`src/rtl/pipeline_pkg.sv`:
```
// Shared pipeline definitions: fetch FSM states and fetch-stage constants.
// WORD_LEN normally comes from the project defines; fall back to 32 bits.
`ifndef WORD_LEN
`define WORD_LEN 32
`endif

package pipeline_pkg;

  typedef enum logic {
    BOOT = 1'b0,
    RUN  = 1'b1
  } fetch_state_t;

  localparam logic [31:0] NOP_INSTR = 32'h0000_0000;
  localparam int unsigned PC_STEP   = 4;

endpackage

```
`src/rtl/sat_counter.sv`:
```
// Saturating up-counter with synchronous active-low reset.
// Ports: clk, rst_n (sync, active-low), inc (count enable), cnt (current value).
module sat_counter #(
  parameter int unsigned W = 16
) (
  input  logic         clk,
  input  logic         rst_n,
  input  logic         inc,
  output logic [W-1:0] cnt
);

  logic [W-1:0] cnt_q;
  logic [W-1:0] cnt_d;

  // Increment unless already at all-ones.
  always_comb begin
    cnt_d = cnt_q;
    if (inc && (cnt_q != {W{1'b1}})) begin
      cnt_d = cnt_q + W'(1);
    end
  end

  always_ff @(posedge clk) begin
    if (!rst_n) begin
      cnt_q <= '0;
    end else begin
      cnt_q <= cnt_d;
    end
  end

  assign cnt = cnt_q;

endmodule

```
`src/rtl/if_stage.sv`:
```
// Instruction-fetch stage with IF/ID pipeline register.
// Owns the PC, fetches via a ready/valid imem handshake, freezes on
// hazard_detected, redirects and flushes on branch_taken, and keeps
// saturating stall/flush counters.
// Ports:
//   clk, rst_n                     clock, synchronous active-low reset
//   hazard_detected                freeze PC and IF/ID
//   branch_taken, branch_addr      redirect fetch, flush IF/ID
//   imem_req, imem_addr            fetch request / address (= PC)
//   imem_valid, imem_rdata         fetched word valid / data
//   pc_ID, instr_ID, valid_ID      IF/ID register contents
//   stall_cnt, flush_cnt           performance counters
module if_stage
  import pipeline_pkg::*;
#(
  parameter int unsigned WORD_LEN = `WORD_LEN,
  parameter int unsigned CNT_W    = 16
) (
  input  logic                clk,
  input  logic                rst_n,
  input  logic                hazard_detected,
  input  logic                branch_taken,
  input  logic [WORD_LEN-1:0] branch_addr,
  output logic                imem_req,
  output logic [WORD_LEN-1:0] imem_addr,
  input  logic                imem_valid,
  input  logic [WORD_LEN-1:0] imem_rdata,
  output logic [WORD_LEN-1:0] pc_ID,
  output logic [WORD_LEN-1:0] instr_ID,
  output logic                valid_ID,
  output logic [CNT_W-1:0]    stall_cnt,
  output logic [CNT_W-1:0]    flush_cnt
);

  fetch_state_t        state_q, state_d;
  logic [WORD_LEN-1:0] pc_q, pc_d;
  logic [WORD_LEN-1:0] pc_id_q, pc_id_d;
  logic [WORD_LEN-1:0] instr_id_q, instr_id_d;
  logic                valid_id_q, valid_id_d;
  logic [WORD_LEN-1:0] pc_plus4;
  logic                stall_inc;
  logic                flush_inc;

  // Next-state and IF/ID update; branch beats hazard beats fetch.
  always_comb begin
    state_d    = state_q;
    pc_d       = pc_q;
    pc_id_d    = pc_id_q;
    instr_id_d = instr_id_q;
    valid_id_d = valid_id_q;
    stall_inc  = 1'b0;
    flush_inc  = 1'b0;
    pc_plus4   = pc_q + WORD_LEN'(PC_STEP);

    case (state_q)
      BOOT: begin
        state_d = RUN;
      end
      RUN: begin
        if (branch_taken) begin
          // Masking keeps the target word-aligned.
          pc_d       = branch_addr & ~WORD_LEN'(3);
          pc_id_d    = '0;
          instr_id_d = WORD_LEN'(NOP_INSTR);
          valid_id_d = 1'b0;
          flush_inc  = 1'b1;
        end else if (hazard_detected) begin
          stall_inc = 1'b1;
        end else if (imem_valid) begin
          pc_d       = pc_plus4;
          pc_id_d    = pc_plus4;
          instr_id_d = imem_rdata;
          valid_id_d = 1'b1;
        end else begin
          pc_id_d    = '0;
          instr_id_d = WORD_LEN'(NOP_INSTR);
          valid_id_d = 1'b0;
        end
      end
      default: begin
        state_d = BOOT;
      end
    endcase
  end

  always_ff @(posedge clk) begin
    if (!rst_n) begin
      state_q    <= BOOT;
      pc_q       <= '0;
      pc_id_q    <= '0;
      instr_id_q <= '0;
      valid_id_q <= 1'b0;
    end else begin
      state_q    <= state_d;
      pc_q       <= pc_d;
      pc_id_q    <= pc_id_d;
      instr_id_q <= instr_id_d;
      valid_id_q <= valid_id_d;
    end
  end

  sat_counter #(.W(CNT_W)) u_stall_cnt (
    .clk   (clk),
    .rst_n (rst_n),
    .inc   (stall_inc),
    .cnt   (stall_cnt)
  );

  sat_counter #(.W(CNT_W)) u_flush_cnt (
    .clk   (clk),
    .rst_n (rst_n),
    .inc   (flush_inc),
    .cnt   (flush_cnt)
  );

  assign imem_req  = (state_q == RUN);
  assign imem_addr = pc_q;
  assign pc_ID     = pc_id_q;
  assign instr_ID  = instr_id_q;
  assign valid_ID  = valid_id_q;

endmodule

```
`config.mk`:
```
export PLATFORM = sky130hd
export DESIGN_NAME = if_stage
export DESIGN_NICKNAME = d
export VERILOG_FILES = /design/src/rtl/pipeline_pkg.sv /design/src/rtl/sat_counter.sv /design/src/rtl/if_stage.sv
export SDC_FILE = /design/constraint.sdc
export NUM_CORES = 1
export LEC_CHECK = 0
export CORE_ASPECT_RATIO = 0.75
export CORE_MARGIN = 3
export CORE_UTILIZATION = 40
export DETAILED_ROUTE_END_ITERATION = 16
export PLACE_DENSITY = 0.69
export SLEW_MARGIN = 40
export SYNTH_ARGS = -nofsm -noshare
export SYNTH_HDL_FRONTEND = slang
export SYNTH_HIERARCHICAL = 1
export SYNTH_SLANG_ARGS = --single-unit
```
`constraint.sdc`:
```
create_clock -name clk -period 3.6 [get_ports clk]
set_input_delay 0.54 -clock clk [delete_from_list [all_inputs] [get_ports clk]]
set_output_delay 0.54 -clock clk [all_outputs]
set_load 0.1 [all_outputs]
```
==> results of run 1 <==
==> registers in the layout, summed over array words and instances (netlist names) <==
signal	flops
u_flush_cnt/cnt	16
imem_req	1
instr_ID	32
valid_ID	1
imem_addr	30
u_stall_cnt/cnt	16
pc_ID	31
==> cells by family after synthesis <==
group,count (synthesis)
buffers and inverters,59
AOI/OAI and AO/OA,189
xor gates and xnor gates,31
other,1
DFF,127
and+or+nand+nor,285
adders and majority gates,3
muxes,8
==> worst paths after layout <==
check / to / slack, ns / cells after the start
worst max register to register: imem_addr[28] / 1.00 / 6
worst min-delay path: pc_ID[12] / 0.45 / 2
worst min register to register: pc_ID[12] / 0.45 / 2
worst max-delay path: imem_addr[28] / 1.00 / 6
==> worst max-delay path, stage by stage, from the launching register on <==
cell,delay (ns)
dfxtp_1,0.52
ha_1,0.37
nand4_1,0.30
nor4_4,0.55
nand3_1,0.23
and3_1,0.24
o31a_1,0.28
==> synth_stat cells (5+ instances only) <==
library cell / number / area [um2]
a21oi_1: 32 / 160
a22o_1: 7 / 61.3
a22oi_1: 44 / 330
a31oi_1: 9 / 56.3
a32o_1: 6 / 60.1
and3_1: 9 / 56.3
and4_1: 10 / 87.6
buf_2: 6 / 30.0
buf_4: 5 / 37.5
clkbuf_1: 34 / 128
dfxtp_1: 127 / 2540
inv_1: 10 / 37.5
mux2i_1: 7 / 70.1
nand2_1: 79 / 297
nand3_1: 31 / 155
nand4_1: 17 / 106
nor2_1: 71 / 267
nor3_1: 11 / 55.1
nor4_1: 7 / 43.8
o21ai_0: 45 / 225
o31ai_1: 16 / 120
or3_1: 10 / 62.6
or4_1: 11 / 82.6
xnor2_1: 13 / 114
xor2_1: 18 / 158
==> routing by layer <==
layer  vias to the layer above  GRT usage [%]
met3                        34           6.22
met5                         -              0
met2                       215           35.0
met4                         0           8.07
met1                      2888           29.1
li1                       2949              -
==> cell type report <==
| cell class | count | area, um2 | share of cell area (%) |
|---|---|---|---|
| inverter | 12 | 45.0 | 0.562 |
| timing repair buffer | 206 | 1390 | 17.3 |
| multi-input combinational | 518 | 3200 | 40.0 |
| sequential | 127 | 2540 | 31.7 |
| clock inverter | 13 | 138 | 1.72 |
| tap | 195 | 244 | 3.04 |
| clock buffer | 19 | 453 | 5.65 |
==> power groups by stage <==
stage / Clock, mW / Combinational (mW) / Sequential, mW
after floorplan: 0 / 0.159 / 1.78
after global placement: 0 / 0.606 / 1.52
after detailed placement: 0 / 0.579 / 1.52
after CTS: 1.73 / 0.580 / 1.49
after global routing: 1.80 / 0.609 / 1.50
final: 1.70 / 0.579 / 1.50
==> metrics.sh, run 1 <==
SYNTH_AREA_PER_CELL_UM2=8.48
DIE_W_UM=147
MAX-SLEW-MARGIN-REL_PCT=47.6
CTS.HTREE.LEVELS=4
PWR-SHARE-COMB_PCT=15.3
MET1_LENGTH_MM=8.09
CRIT-REG2REG-LAUNCH='imem_addr[2]'
WL_MM=18.5
ROUTED_VIA_DENSITY=5.58
SYNTH_TOP_FAMILY_BY_AREA='simple AND/OR/NAND/NOR gates'
POST_ROUTE_CELLS_DRIVE_ABOVE_1_SHARE_PCT=21.5
SYNTH_WARNINGS=6
HPWLAFTERDP_MM=13.4
MAXIMUM_NUMBER_OF_PINS_ON_ONE_NET_BEFORE_GLOBAL_ROUTE_REPAIR=41
FINAL_NETS=954
DRT-INITIAL-DRC-COUNT=551
ROUTE.DETAILED.WL_PER_INST_UM=16.9
NFILLCELLS=1344
WORST_IR_DROP_VDD_V=0.000324
SLEW_VIOL_FINAL=0
CTS_ROOT_BUF='clkbuf_16'
POWER_DENSITY_mW_PER_MM2=471
SYNTHADDERAREAFRAC_PCT=0.629
FINAL_CELL_COUNT_NO_FILL=1090
SYNTH_EDF_COUNT=0
CP.ARRIVAL_NS=2.89
CTS_TREE='built'
FIRSTDRTPASSITERS=5
SYNTH_FLOP_CELL='dfxtp_1'
FINALCOREUTILIZATION_PCT=56.6
NUMBER_OF_SYNTHESIZED_REGISTER_BITS=127
POSTLAYOUTSETUPSLACKWORST_NS=1.00
SETUP_VIOL_COUNT_FINAL=0
SKEW_NS=0.00668
CTS_HOLD_BUF=0
CRIT_PATH_START_KIND='flop'
REQUIRED_NS=3.90
TIMING_HOLD_VIOLATIONS_FINAL=0
HP-START='pc_ID[12]'
CRITICAL_PATH_CLASS='reg -> reg'
STD_CELL_ROWS=37
CLK_TRANSITION_REPORTED_PATHS_NS=0.05
BUFFER_LEVELS_ON_THE_LONGEST_CLOCK_PATH=2
P_SW_SHARE_PCT=29.8
BUFFER_PORTS.INSERTED=194
FIN_WORST_HOLD_SLACK_NS=0.446
ACHIEVABLE-FREQUENCY_GHz=0.385
CLOCK_NETWORK_POWER_SHARE_PCT=45.1
DRV.MAX_CAP_VIOLATION_COUNT=0
INTERNAL_POWER_mW=2.65
SYNTH.CELL_AREA_MM2=0.00596
SYNTHCELLS=703
REMAINING_DRC_ERRORS=0
CTS_REPAIR_RESIZE_COUNT=0
INITIAL_ANTENNA_VIOLATION_COUNT=0
WORST-PATH-MAX-FANOUT=8
TOTAL_POWER_mW=3.78
SYNTH_SIMPLE_GATE_AREA_SHARE_PCT=25.4
TOP_LEVEL_PORTS=199
FIN_CRIT_PERIOD_NS=2.60
SYNTH.MUX.AREA_FRACTION_PCT=1.36
HOLD_PATH.CLASS='reg -> reg'
RUN_STATUS='finished clean'
GRT_REMAINING_OVERFLOW=0
NUM_ANTENNA_CELLS=0
UNREPAIRED_SETUP_ENDPOINTS_AFTER_GLOBAL_ROUTING='no'
SYNTHARSTFLOPSHARE_PCT=0
LAYOUT.CELLS.MOST_COMMON='buf_2'
STARTING_UTILIZATION_OF_THE_CORE_AREA_PCT=42.1
POWER.SWITCHING_mW=1.13
TOTALNEGATIVESETUPSLACK_NS=0
DESIGN_AREA_MM2=0.00801
FP.DIEAREA_MM2=0.0164
YOSYSSEQAREASHARE_PCT=42.6
ROUTED-WL-MET3_MM=1.30
SEQ_POWER_SHARE_PCT=39.6
SYNTH_COMPOUND_GATE_AREA_SHARE_PCT=21.2
ROUTE.VIAS.TOTAL=6086
CTS_BUFFERS=17
CP-STARTPOINT='imem_addr[2]'
FLOORPLAN.DIE.HEIGHT_UM=112
WORST_MARGIN_SLEW_NS=0.785
CELL_AREA_AFTER_PLACEMENT_MM2=0.00741
GLOBAL_ROUTE.USAGE.TOTAL_PCT=22.2
INSERTION_DELAY_NS=0.41
PLACED_CELLS=1057
GRT_PASS1_WL_MM=29.7
CRITPATHCAPTURETYPE='flop'
TOP_LAYER='met4'
VIA_COUNT_OF_THE_FIRST_GLOBAL_ROUTING_PASS=5772
AREA_GROWTH_PCT=34.4
CTS_SINKS=127
PORTION_OF_THE_CLOCK_CYCLE_CONSUMED_BY_THE_WORST_PATH_IN_THE_FINAL_LAYOUT_PCT=72.1
P_LEAK_nW=3.26
SYNTH_CELL_TYPE_COUNT=61
POST_CTS.REPAIR.SETUP_BUFFERS=0
SYNTH_XOR_XNOR_AREA_SHARE_PCT=4.55
FINAL_CELL_MIX='buf_2, dfxtp_1, nand2_1, nor2_1, clkdlybuf4s50_1'
PLACEMENT.SETUP.WORST_SLACK_NS=0.822
PLACEABLE_AREA_MM2=0.0142
DRT.ANTENNA.VIOLATING_NETS=0
GP_ROUTABILITY_CONGESTION=0.868
DR_WL_MET2_MM=8.66
Note: power is estimated with default switching activity, not from simulation.
==> run 2, diff against run 1 <==
==> constraint.sdc (replaced) <==
create_clock -name clk -period 2.4 [get_ports clk]
set_input_delay 0.36 -clock clk [delete_from_list [all_inputs] [get_ports clk]]
set_output_delay 0.36 -clock clk [all_outputs]
set_load 0.1 [all_outputs]
==> metrics.sh, run 2 (synthesis results as in run 1) <==
RUN_STATUS='finished clean'
INSERTION_DELAY_NS=0.41
PORTION_OF_THE_CLOCK_CYCLE_CONSUMED_BY_THE_WORST_PATH_IN_THE_FINAL_LAYOUT_PCT=92.9
ROUTE.VIAS.TOTAL=6121
POST_CTS.REPAIR.SETUP_BUFFERS=0
NUM_ANTENNA_CELLS=0
TOTAL_POWER_mW=5.78
SKEW_NS=0.00649
CTS_ROOT_BUF='clkbuf_16'
NFILLCELLS=1281
CTS_REPAIR_RESIZE_COUNT=0
SLEW_VIOL_FINAL=0
CP.ARRIVAL_NS=2.56
LAYOUT.CELLS.MOST_COMMON='buf_4'
STD_CELL_ROWS=37
DRT-INITIAL-DRC-COUNT=537
BUFFER_PORTS.INSERTED=194
PLACED_CELLS=1069
WORST_IR_DROP_VDD_V=0.000522
GLOBAL_ROUTE.USAGE.TOTAL_PCT=22.3
POSTLAYOUTSETUPSLACKWORST_NS=0.169
TIMING.CRITICAL_PATH.BUF_INV=1
DRT.ANTENNA.VIOLATING_NETS=0
TIMING.CRITICAL_PATH.SLOWEST_CELL_DELAY_NS=0.42
TIMING.CRITICAL_PATH.MAX_DELAY_FAMILY='simple AND/OR/NAND/NOR gates'
REMAINING_DRC_ERRORS=0
TIMING_HOLD_VIOLATIONS_FINAL=0
MULTI_INPUT_COMB_AREA_MM2=0.00319
FLOORPLAN.DIE.HEIGHT_UM=112
BUFFER_LEVELS_ON_THE_LONGEST_CLOCK_PATH=2
PLACEABLE_AREA_MM2=0.0142
TOTALNEGATIVESETUPSLACK_NS=0
INITIAL_ANTENNA_VIOLATION_COUNT=0
CTS_HOLD_BUF=0
SETUP_VIOL_COUNT_FINAL=0
CTS_TREE='built'
ROUTE.DETAILED.WL_PER_INST_UM=16.9
DIE_W_UM=147
CTS_BUFFERS=17
WORST_MARGIN_SLEW_NS=0.689
HP-START='branch_taken'
CTS_SINKS=127
FIRSTDRTPASSITERS=5
GRT_MOST_USED_LAYER='met2'
GP_ROUTABILITY_CONGESTION=0.884
CRITICAL_PATH_CLASS='reg -> reg'
POWER_DENSITY_mW_PER_MM2=684
CTS.HTREE.LEVELS=4
GRT_REMAINING_OVERFLOW=0
FINAL_NETS=965
REQUIRED_NS=2.73
ROUTED_VIA_DENSITY=5.56
SLOWEST_STAGE='nor4_4'
USE_MET1_PCT=29.9
P_LEAK_nW=3.31
UNREPAIRED_SETUP_ENDPOINTS_AFTER_GLOBAL_ROUTING='no'
PLACEMENT.SETUP.WORST_SLACK_NS=0.131
CRITPATHCAPTURETYPE='flop'
GROUTE.LAYER.MET2.USAGE_PCT=34.9
TOP_LEVEL_PORTS=199
CLK_TRANSITION_REPORTED_PATHS_NS=0.05
DRV.MAX_CAP_VIOLATION_COUNT=0
WL_MM=18.6
CRIT-REG2REG-LAUNCH='imem_addr[2]'
FINAL_CELL_COUNT_NO_FILL=1101
CP-STARTPOINT='imem_addr[2]'
GROUTE.LAYER.MET3.USAGE_PCT=7.08
MAXIMUM_NUMBER_OF_PINS_ON_ONE_NET_BEFORE_GLOBAL_ROUTE_REPAIR=48
FINALCOREUTILIZATION_PCT=59.7
AREA_GROWTH_PCT=41.8
REGISTER_AREA_MM2=0.00258
ACHIEVABLE-FREQUENCY_GHz=0.448
FINAL_CELL_MIX='buf_4, dfxtp_1, nand2_1, nor2_1, clkdlybuf4s50_1'
CRIT_PATH_START_KIND='flop'
STARTING_UTILIZATION_OF_THE_CORE_AREA_PCT=42.1
HPWLAFTERDP_MM=13.5
LARGEST_REGISTER_FFS=32
FP.DIEAREA_MM2=0.0164
FIN_CRIT_PERIOD_NS=2.23
HOLD_PATH.CLASS='in -> reg'
VIA_COUNT_OF_THE_FIRST_GLOBAL_ROUTING_PASS=5773
GRT_PASS1_WL_MM=30.1
WORST-PATH-MAX-FANOUT=8
CRITICAL_PATH.CELL_CHAIN='ha_1 -> nand4_1 -> nor4_4 -> buf_4 -> nand3_1 -> o31ai_1 -> o2bb2ai_1'
MAX-SLEW-MARGIN-REL_PCT=53.5
POST_ROUTE_CELLS_DRIVE_ABOVE_1_SHARE_PCT=24.9
## run 2: cell types whose count changed in the layout (fill, tap and decap cells not counted), moves of 2 or more
cell | previous run | this run
buf_4 | 13 | 151
clkinv_4 | 2 | 4
buf_2 | 128 | 1
dfxtp_2 | 0 | 21
inv_6 | 2 | 0
dfxtp_1 | 127 | 104
dfxtp_4 | 0 | 2
## run 2: worst register-to-register path, cell delays in order, from the launching register on
cell and delay, ns:
dfxtp_4 0.39, ha_1 0.32, nand4_1 0.28, nor4_4 0.42, buf_4 0.21, nand3_1 0.14, o31ai_1 0.25, o2bb2ai_1 0.15
## run 2: area by class of cell
cell class              count  area share, %
clock buffers              18           5.20
clock inverters            14           1.97
inverters                  12          0.533
multi-input cells         518           37.8
flip-flops and latches    127           30.5
well taps                 195           2.89
repair buffers            217           21.2
## run 2: routing by layer
metal | share of wire [%] | wire [um]
met4 | 1.5 | 276
met2 | 46 | 8540
met3 | 8.2 | 1540
met1 | 44 | 8290
met5 | 0 | 0
## run 2: through the flow
stage               area (um2)  hold slack, ns
detailed placement        7850           0.447
global placement          7850           0.438
floorplan                 6000           0.388
CTS                       8450           0.406
global route              8450           0.454
finish                    8450           0.431
## run 2: power by group
group	total, mW	internal [mW]	leakage [nW]	switching, mW
clock network	2.62	1.66	0.296	0.966
registers	2.25	2.17	1.04	0.0804
logic	0.909	0.264	1.98	0.645
## run 2: worst paths after layout
kind | endpoint | slack, ns | depth (start not counted)
setup / recovery | imem_addr[24] | 0.17 | 7
hold / removal | imem_addr[2] | 0.43 | 3
setup reg to reg | imem_addr[24] | 0.17 | 7
hold reg to reg | pc_ID[15] | 0.46 | 2
==> run 3, diff against run 2 <==
--- a/config.mk
+++ b/config.mk
@@ -5,6 +5,7 @@
 export SDC_FILE = /design/constraint.sdc
 export NUM_CORES = 1
 export LEC_CHECK = 0
+export ABC_AREA = 1
 export CORE_ASPECT_RATIO = 0.75
 export CORE_MARGIN = 3
 export CORE_UTILIZATION = 40
@@ -13,5 +14,4 @@
 export SLEW_MARGIN = 40
 export SYNTH_ARGS = -nofsm -noshare
 export SYNTH_HDL_FRONTEND = slang
-export SYNTH_HIERARCHICAL = 1
 export SYNTH_SLANG_ARGS = --single-unit
==> metrics.sh, run 3 <==
BUFFER_LEVELS_ON_THE_LONGEST_CLOCK_PATH=2
SYNTH_LARGEST_TYPE_AREA_FRACTION_PCT=41.7
TOP_LEVEL_PORTS=199
CRIT-REG2REG-CAPTURE='pc_ID[23]'
PORTION_OF_THE_CLOCK_CYCLE_CONSUMED_BY_THE_WORST_PATH_IN_THE_FINAL_LAYOUT_PCT=84.9
CLK_TRANSITION_REPORTED_PATHS_NS=0.06
CRIT_PATH_START_KIND='flop'
SYNTH_CELL_TYPE_COUNT=24
WORST_HOLD_PATH_ENDPOINT='pc_ID[1]'
ROUTED_VIA_DENSITY=4.94
LAYOUT.CELLS.MOST_COMMON='nand2_1'
WL_MM=19.0
SYNTH.CELL_AREA_MM2=0.00609
STD_CELL_ROWS=38
ACHIEVABLE-FREQUENCY_GHz=0.491
HPWLAFTERDP_MM=13.5
REG2REG_SETUP_SLACK_NS=0.36
ROUTE.DETAILED.WL_PER_INST_UM=14.4
DRV.MAX_CAP_VIOLATION_COUNT=0
TIMING_HOLD_VIOLATIONS_FINAL=0
DIE_W_UM=148
WORST_MARGIN_SLEW_NS=0.682
POST_CTS.REPAIR.SETUP_BUFFERS=0
CTS_BUFFERS=17
CRIT-REG2REG-LAUNCH='imem_addr[2]'
CTS_HOLD_BUF=0
CRITPATHCAPTURETYPE='flop'
INITIAL_ANTENNA_VIOLATION_COUNT=0
CELL_ACCOUNTING_FOR_THE_MOST_SYNTHESIZED_AREA='dfxtp_1'
GP_ROUTABILITY_CONGESTION=0.915
AREA_GROWTH_PCT=40.8
SYNTHMOSTINSTANTIATEDCELL='nand2_1'
CTS_ROOT_BUF='clkbuf_16'
SYNTH_TOP_CELLS_BY_AREA='dfxtp_1, nand2_1, a21oi_1, nor2_1, o21ai_0'
MAXIMUM_NUMBER_OF_PINS_ON_ONE_NET_BEFORE_GLOBAL_ROUTE_REPAIR=53
P_LEAK_nW=3.42
FIRSTDRTPASSITERS=4
FINALCOREUTILIZATION_PCT=58.4
INSERTION_DELAY_NS=0.41
DRT-INITIAL-DRC-COUNT=463
SETUP_VIOL_COUNT_FINAL=0
GRT_PASS1_WL_MM=30.7
CRITICAL_PATH_CLASS='reg -> reg'
CP.ARRIVAL_NS=2.31
RUN_STATUS='finished clean'
POST_ROUTE_CELLS_DRIVE_ABOVE_1_SHARE_PCT=16.4
WORST-PATH-MAX-FANOUT=5
GLOBAL_ROUTE.USAGE.TOTAL_PCT=22.5
CTS_TREE='built'
BUFFER_PORTS.INSERTED=194
HP-START='pc_ID[1]'
REQUIRED_NS=2.67
GRT_REMAINING_OVERFLOW=0
SYNTH_EDF_COUNT=0
MAX-SLEW-MARGIN-REL_PCT=54.2
FIN_WORST_HOLD_SLACK_NS=0.459
FP.DIEAREA_MM2=0.0168
DRT.ANTENNA.VIOLATING_NETS=0
FLOORPLAN.DIE.HEIGHT_UM=113
UNREPAIRED_SETUP_ENDPOINTS_AFTER_GLOBAL_ROUTING='no'
NUM_ANTENNA_CELLS=0
STARTING_UTILIZATION_OF_THE_CORE_AREA_PCT=41.5
SLEW_VIOL_FINAL=0
FIN_CRIT_PERIOD_NS=2.04
SYNTHCELLS=923
FINAL_CELL_MIX='nand2_1, a21oi_1, buf_4, dfxtp_1, nor2_1'
YOSYSSEQAREASHARE_PCT=41.7
FINAL_NETS=1182
CTS.HTREE.LEVELS=4
WORST_IR_DROP_VDD_V=0.000530
LARGEST_REGISTER_FFS=32
VIA_COUNT_OF_THE_FIRST_GLOBAL_ROUTING_PASS=6012
HOLD-PATH-CELL-COUNT=2
REG2REG_DEPTH=7
HOLD_PATH.CLASS='reg -> reg'
CTS_REPAIR_RESIZE_COUNT=0
SYNTH_FLOP_CELL='dfxtp_1'
SYNTHARSTFLOPSHARE_PCT=0
SKEW_NS=0.0150
ROUTE.VIAS.TOTAL=6537
CTS_SINKS=127
SYNTH_WARNINGS=0
TOTALNEGATIVESETUPSLACK_NS=0
REMAINING_DRC_ERRORS=0
NFILLCELLS=1438
SYNTH_AREA_PER_CELL_UM2=6.60
SYNTH.CELLS.MOST_FREQUENT='nand2_1, a21oi_1, dfxtp_1, nor2_1, inv_1'
PLACEABLE_AREA_MM2=0.0147
NUMBER_OF_SYNTHESIZED_REGISTER_BITS=127
POWER_DENSITY_mW_PER_MM2=714
-- run 3: layout make-up --
class / count / area, um2 / area share, %
clock buffer: 19 / 443 / 5.16
clock inverter: 12 / 208 / 2.42
inverter: 55 / 206 / 2.41
multi-input combinational: 698 / 3150 / 36.7
sequential: 127 / 2540 / 29.7
tap: 200 / 250 / 2.92
timing repair buffer: 211 / 1770 / 20.7
-- run 3: cell families (layout without fill, tap and decap cells) --
family	count (synthesis)	in the layout	synth area share, %
and+or+nand+nor	472	472	30.9
buffers and inverters	99	297	6.64
xor gates and xnor gates	28	28	4.03
AOI/OAI and AO/OA	193	193	16.0
adders and majority gates	3	3	0.616
other	1	2	0.0616
DFF	127	127	41.7
-- run 3: how the worst max path moves through the flow --
stage | to | start | cells past startpoint | slack (ns)
4_1_cts | pc_ID[23] | imem_addr[2] | 7 | 0.40
5_1_grt | imem_addr[25] | imem_addr[4] | 8 | 0.16
2_1_floorplan | pc_ID[22] | imem_addr[2] | 10 | 0.04
3_5_place_dp | u_flush_cnt.cnt[0] | branch_taken | 7 | 0.30
6_report | pc_ID[23] | imem_addr[2] | 7 | 0.36
3_3_place_gp | pc_ID[20] | branch_taken | 8 | 0.30
-- run 3: power by group --
part	switching [mW]	leakage (nW)	internal, mW	total, mW
clock	0.994	0.307	1.88	2.87
combinational	0.736	2.08	0.267	1.00
sequential	0.0769	1.03	2.17	2.25
-- run 3: stage by stage --
step	instance area, um2	setup WS (ns)	cells	total power, mW
6_report	8580	0.362	1322	6.13
3_3_place_gp	7930	0.304	1291	3.30
3_5_place_dp	7930	0.298	1291	3.30
5_1_grt	8580	0.164	1322	6.33
4_1_cts	8580	0.404	1322	6.17
2_1_floorplan	6100	0.0373	924	2.98
-- run 3: critical path: stages, from the launching register on --
cell     delay [ns]
dfxtp_1        0.41
inv_1          0.08
nor2_1         0.30
nand2_1        0.17
nor2_1         0.52
nand3_1        0.20
nand3_1        0.16
a21oi_1        0.07
-- run 3: routing by layer --
metal	part of all wire, %	up-vias	track usage [%]
met5	0	-	0
met4	1.0	0	5.29
met3	10	13	9.01
met2	41	236	32.2
met1	48	2951	31.8
li1	-	3337	-
